File: config.mk
export PLATFORM = sky130hd
export DESIGN_NAME = spi_shift_engine_flat
export DESIGN_NICKNAME = d
export VERILOG_FILES = /design/src/rtl/spi_shift_engine_if.sv /design/src/rtl/spi_shift_engine.sv /design/src/flat_wrapper.sv
export SDC_FILE = /design/constraint.sdc
export NUM_CORES = 1
export LEC_CHECK = 0
export CORE_ASPECT_RATIO = 0.9
export CORE_MARGIN = 1
export CORE_UTILIZATION = 33
export DETAILED_ROUTE_END_ITERATION = 10
export PLACE_DENSITY = 0.62
export SLEW_MARGIN = 5
export SYNTH_ARGS = -nofsm -noshare
export SYNTH_HDL_FRONTEND = slang
export SYNTH_SLANG_ARGS = --single-unit
File: constraint.sdc
create_clock -name clk_i -period 2.15 [get_ports clk_i]
set_input_delay 0.215 -clock clk_i [delete_from_list [all_inputs] [get_ports clk_i]]
set_output_delay 0.215 -clock clk_i [all_outputs]
set_load 0.01 [all_outputs]
File: src/rtl/spi_shift_engine_if.sv
// Register-block / pin-side signal bundle for spi_shift_engine.
// The engine connects through the slave modport; the register block or bench uses master.
interface spi_shift_engine_if #(
    parameter int DATA_WIDTH = 8
);
    logic                  cs_i;
    logic                  high_pulse_i;
    logic                  low_pulse_i;
    logic                  transmit_i;
    logic [DATA_WIDTH-1:0] transmit_data_i;
    logic                  busy_o;
    logic [DATA_WIDTH-1:0] received_data_o;
    logic                  transmit_done_o;
    logic                  spi_cs_o;
    logic                  spi_clk_o;
    logic                  spi_mosi_o;
    logic                  spi_miso_i;

    modport slave (
        input  cs_i, high_pulse_i, low_pulse_i, transmit_i, transmit_data_i, spi_miso_i,
        output busy_o, received_data_o, transmit_done_o, spi_cs_o, spi_clk_o, spi_mosi_o
    );

    modport master (
        output cs_i, high_pulse_i, low_pulse_i, transmit_i, transmit_data_i, spi_miso_i,
        input  busy_o, received_data_o, transmit_done_o, spi_cs_o, spi_clk_o, spi_mosi_o
    );
endinterface

File: src/rtl/spi_shift_engine.sv
// Byte-level SPI master shift engine: MSB-first, CPOL/CPHA selectable, SCK edges
// timed by external prescaler strobes, registered outputs and a one-cycle done pulse.
module spi_shift_engine #(
    parameter int DATA_WIDTH = 8,
    parameter bit CPOL       = 1'b0,
    parameter bit CPHA       = 1'b0
) (
    input  logic             clk_i,
    input  logic             rst_i,
    spi_shift_engine_if.slave bus
);
    localparam int CNT_W = $clog2(DATA_WIDTH + 1);
    localparam logic [CNT_W-1:0] LAST_CNT = CNT_W'(DATA_WIDTH);

    localparam logic [1:0] ST_IDLE  = 2'd0;
    localparam logic [1:0] ST_SETUP = 2'd1;
    localparam logic [1:0] ST_SHIFT = 2'd2;
    localparam logic [1:0] ST_DONE  = 2'd3;

    logic [1:0]            state;
    logic [DATA_WIDTH-1:0] shift_reg;
    logic [DATA_WIDTH-1:0] rx_q;
    logic [CNT_W-1:0]      bit_cnt;
    logic [CNT_W-1:0]      cnt_inc;
    logic                  busy_q;
    logic                  done_q;
    logic                  cs_n_q;
    logic                  sck_q;
    logic                  mosi_q;

    assign cnt_inc = bit_cnt + CNT_W'(1);

    assign bus.busy_o          = busy_q;
    assign bus.received_data_o = rx_q;
    assign bus.transmit_done_o = done_q;
    assign bus.spi_cs_o        = cs_n_q;
    assign bus.spi_clk_o       = sck_q;
    assign bus.spi_mosi_o      = mosi_q;

    // NOTE: every register here is state, so all updates use <= and all of them
    // (shift register included) take a defined value on the asynchronous reset.
    always_ff @(posedge clk_i or posedge rst_i) begin
        if (rst_i) begin
            state     <= ST_IDLE;
            shift_reg <= '0;
            rx_q      <= '0;
            bit_cnt   <= '0;
            busy_q    <= 1'b0;
            done_q    <= 1'b0;
            cs_n_q    <= 1'b1;
            sck_q     <= CPOL;
            mosi_q    <= 1'b0;
        end else begin
            cs_n_q <= ~bus.cs_i;
            done_q <= 1'b0;

            case (state)
                ST_IDLE: begin
                    sck_q <= CPOL;
                    if (bus.transmit_i) begin
                        shift_reg <= bus.transmit_data_i;
                        bit_cnt   <= '0;
                        busy_q    <= 1'b1;
                        state     <= ST_SETUP;
                        if (!CPHA) mosi_q <= bus.transmit_data_i[DATA_WIDTH-1];
                    end
                end

                // A full half-period of MOSI setup precedes the first leading edge.
                ST_SETUP: begin
                    if (bus.low_pulse_i) state <= ST_SHIFT;
                end

                // Trailing wins if both strobes ever coincide.
                ST_SHIFT: begin
                    if (bus.low_pulse_i) begin
                        sck_q   <= CPOL;
                        bit_cnt <= cnt_inc;
                        if (CPHA) begin
                            shift_reg <= {shift_reg[DATA_WIDTH-2:0], bus.spi_miso_i};
                        end else if (cnt_inc != LAST_CNT) begin
                            mosi_q <= shift_reg[DATA_WIDTH-1];
                        end
                        if (cnt_inc == LAST_CNT) state <= ST_DONE;
                    end else if (bus.high_pulse_i) begin
                        sck_q <= ~CPOL;
                        if (CPHA) begin
                            mosi_q <= shift_reg[DATA_WIDTH-1];
                        end else begin
                            shift_reg <= {shift_reg[DATA_WIDTH-2:0], bus.spi_miso_i};
                        end
                    end
                end

                ST_DONE: begin
                    rx_q   <= shift_reg;
                    done_q <= 1'b1;
                    sck_q  <= CPOL;
                    busy_q <= 1'b0;
                    state  <= ST_IDLE;
                end

                default: state <= ST_IDLE;
            endcase
        end
    end
endmodule
File: src/flat_wrapper.sv
// flat-port wrapper written by rule: the top's interface ports become plain ports
module spi_shift_engine_flat 
#(
    parameter int DATA_WIDTH = 8,
    parameter bit CPOL       = 1'b0,
    parameter bit CPHA       = 1'b0
)
  (clk_i, rst_i, bus_cs_i, bus_high_pulse_i, bus_low_pulse_i, bus_transmit_i, bus_transmit_data_i, bus_spi_miso_i, bus_busy_o, bus_received_data_o, bus_transmit_done_o, bus_spi_cs_o, bus_spi_clk_o, bus_spi_mosi_o);
  spi_shift_engine_if #(.DATA_WIDTH(DATA_WIDTH)) bus_i ();
  input  logic clk_i;
  input  logic rst_i;
  input wire logic [$bits(bus_i.cs_i)-1:0] bus_cs_i;
  input wire logic [$bits(bus_i.high_pulse_i)-1:0] bus_high_pulse_i;
  input wire logic [$bits(bus_i.low_pulse_i)-1:0] bus_low_pulse_i;
  input wire logic [$bits(bus_i.transmit_i)-1:0] bus_transmit_i;
  input wire logic [$bits(bus_i.transmit_data_i)-1:0] bus_transmit_data_i;
  input wire logic [$bits(bus_i.spi_miso_i)-1:0] bus_spi_miso_i;
  output wire logic [$bits(bus_i.busy_o)-1:0] bus_busy_o;
  output wire logic [$bits(bus_i.received_data_o)-1:0] bus_received_data_o;
  output wire logic [$bits(bus_i.transmit_done_o)-1:0] bus_transmit_done_o;
  output wire logic [$bits(bus_i.spi_cs_o)-1:0] bus_spi_cs_o;
  output wire logic [$bits(bus_i.spi_clk_o)-1:0] bus_spi_clk_o;
  output wire logic [$bits(bus_i.spi_mosi_o)-1:0] bus_spi_mosi_o;
  assign bus_i.cs_i = bus_cs_i;
  assign bus_i.high_pulse_i = bus_high_pulse_i;
  assign bus_i.low_pulse_i = bus_low_pulse_i;
  assign bus_i.transmit_i = bus_transmit_i;
  assign bus_i.transmit_data_i = bus_transmit_data_i;
  assign bus_i.spi_miso_i = bus_spi_miso_i;
  assign bus_busy_o = bus_i.busy_o;
  assign bus_received_data_o = bus_i.received_data_o;
  assign bus_transmit_done_o = bus_i.transmit_done_o;
  assign bus_spi_cs_o = bus_i.spi_cs_o;
  assign bus_spi_clk_o = bus_i.spi_clk_o;
  assign bus_spi_mosi_o = bus_i.spi_mosi_o;
  spi_shift_engine #(.DATA_WIDTH(DATA_WIDTH), .CPOL(CPOL), .CPHA(CPHA)) u_core (.clk_i(clk_i), .rst_i(rst_i), .bus(bus_i));
endmodule
==> flow_summary_export.csv <==
group,metric,value,unit
clocking,hold_buffers,0,
place,placed_cell_area,1730,µm²
clocking,cts_sinks,27,
status,violations,"DRC",
sta,finalCriticalPeriod,1730,ps
critical_path,crit_fanout,16,
drt,avgViaCountPerCell,5.01,
sta,fin_skew,1.95,ps
die,ios,28,
sta,maxSlewViolCount,0,
drt,drc_errors,1,
clocking,clock_path_buffers,2,
critical_path,required,2360,ps
clocking,clkTransAtPathRegs,100,ps
critical_path,path_buf_inv,1,
power,clockPowerShare,0.123,
place,place_congestion,0.801,
cells_and_area,final_cell_mix,"clkdlybuf4s50_1, dfrtp_1, nor2_1",
synth,synth_edf_count,0,
power,combPwrFrac,0.517,
die,coreArea,4100,µm²
power,ir_drop,647,µV
synth,yosys_warnings,0,
cells_and_area,synthToLayoutAreaGrowth,25.3,%
synth,yosysSeqAreaShare,0.475,
cells_and_area,fin_area,1780,µm²
die,die_w,71.2,µm
synth,syn-mean-instance-area,11.0,µm²
synth,synthArstFlopShare,1.00,
critical_path,path_class,"flop to flop",
synth,syn_nets,149,
clocking,numCtsBuffers,3,
drt,wire_per_inst,13.8,µm
clocking,cts_root_buf,"clkbuf_8",
sta,final.setup.tns,0,ps
drt,dr.pass1.iters,7,
cells_and_area,final_layout_size_suffix_gt1_frac,0.173,
die,die-area,4580,µm²
drt,num_vias,1022,
critical_path,cp-end-kind,"flop",
sta,worst_slew_pin_slew,465,ps
die,start_util,0.347,
die,core.rowCount,22,
synth,yosys_register_bits,27,
sta,fmax,577,MHz
power,power_frac_seq,0.360,
critical_path,worstSetupStartpointType,"flop",
grt,grt_max_degree,28,
place,hpwl,2060,µm
cells_and_area,utilization,0.435,
grt,grt_usage,0.139,
grt,antenna_found_initial,0,
power,p_leak,0.757,nW
synth,synth_flop_cell,"dfrtp_1",
clocking,clock_latency,280,ps
synth,syn_area,1420,µm²
cells_and_area,fill_cells,373,
status,outcome,"finished with violations",
cells_and_area,num_antenna_cells,0,
critical_path,cp_top_family,"compound AO/OA/AOI/OAI gates",
power,powerDensity,1400,nW/µm²
place,numPortBuffers,27,
power,swShare,0.380,
cells_and_area,multiInputGateArea,674,µm²
job,maxCapViolCount,0,
grt,gr-total-overflow,0,
critical_path,cp_data_arrival_time,1940,ps
sta,relSlewSlack,0.690,
clocking,cts_tree,"done",
critical_path,cp_slowest_stage_delay,430,ps
synth,netlist_instances,129,
drt,drtAntennaViolNets,0,
clocking,postCtsSetupBuffers,0,
cells_and_area,mostFrequentLayoutCell,"clkdlybuf4s50_1",
sta,rsz0062_at_grt,"no",
synth,synth_cell_type_count,37,
min_path,worstHoldPathType,"primary input to async pin",
clocking,cts_max_level,1,
sta,final-setup-viol-count,0,
critical_path,crit_chain,"inv_1, ha_1, nand2b_4, a21oi_4, nor2_1, a21oi_1",
grt,grt_pass1_wl,5000,µm
drt,drt_iter0_drc,50,
power,switchingPower,946,µW
drt,drt_wl_total,2820,µm
die,die_y,64.3,µm
critical_path,cp_slowest_cell,"ha_1",
sta,hold_viol_final,0,
cells_and_area,seq_area,677,µm²
sta,fin_crit_sh,0.806,
power,internal-power,1.55,mW
grt,grt_pass1_vias,1076,
clocking,ctsResizeCount,0,
cells_and_area,nets,177,
path summary, 6_finish.rpt:
check                                        from  cells past startpoint             endpoint  slack [ps]
worst max-delay path              u_core.state[0]                      6  u_core.shift_reg[6]         420
worst min-delay path                        rst_i                      3      u_core.state[0]         290
worst max register to register    u_core.state[0]                      6  u_core.shift_reg[6]         420
worst min register to register  u_core.bus.busy_o                      2    u_core.bus.busy_o         520
max in group asynchronous                   rst_i                      3  u_core.bus.spi_cs_o        1560
min in group clk_i                       bus_cs_i                      2  u_core.bus.spi_cs_o         410
stage by stage:
step | power (mW) | hold WS (ps) | instances | worst slack (ps)
final | 2.49 | 291 | 204 | 417
after detailed placement | 2.21 | 497 | 200 | 330
after global routing | 2.71 | 327 | 204 | 228
after floorplan | 1.79 | 241 | 129 | 604
after CTS | 2.52 | 296 | 204 | 397
after global placement | 2.16 | 495 | 200 | 391
cells by family (layout without fill, tap and decap cells):
kind of cell,after synthesis,in the layout,synth area share
flops,27,27,0.475
fa+ha+maj,5,5,0.0439
mux,19,19,0.144
compound gates,30,30,0.148
buf+inv,15,42,0.0510
simple gates,33,33,0.138
metal layers:
layer	up-vias	GRT usage	wire [µm]
li1	509	-	-
met1	487	0.177	1340
met2	24	0.230	1340
met3	2	0.0442	126
met4	0	0.0275	14
met5	-	0	0
cell type report:
| cell class | instances | share of cell area |
|---|---|---|
| clock buffer | 3 | 0.0231 |
| multi-input combinational | 87 | 0.378 |
| tap | 48 | 0.0337 |
| sequential | 27 | 0.379 |
| clock inverter | 1 | 0.00491 |
| timing repair buffer | 30 | 0.164 |
| inverter | 8 | 0.0168 |
power groups by stage:
stage / clock network [mW] / logic [mW] / registers [mW]
after floorplan: 0 / 0.872 / 0.919
final: 0.306 / 1.29 / 0.897
after global routing: 0.342 / 1.43 / 0.935
after detailed placement: 0 / 1.30 / 0.904
after global placement: 0 / 1.27 / 0.895
after CTS: 0.320 / 1.31 / 0.898
worst min-delay path, stage by stage:
cell and delay (ps):
clkdlybuf4s50_1 390, inv_1 50, buf_4 320
cells in the mapped netlist, types with 2 or more instances:
master    number  area share
inv_1          8       0.021
buf_2          4       0.014
mux2_2         8       0.063
nor2_1        13       0.034
o21ai_0        4       0.014
nand3_1        4       0.014
a21oi_1       10       0.035
nor3_1         3       0.011
mux2i_1       10       0.070
nand4_1        2      0.0088
nand2_1        3      0.0079
nand2b_1       2      0.0088
o21ai_1        2      0.0070
dfrtp_1       26        0.46
a21oi_2        3       0.018
nand2b_4       2       0.019
ha_1           5       0.044
(Power assumes the default switching activity.)
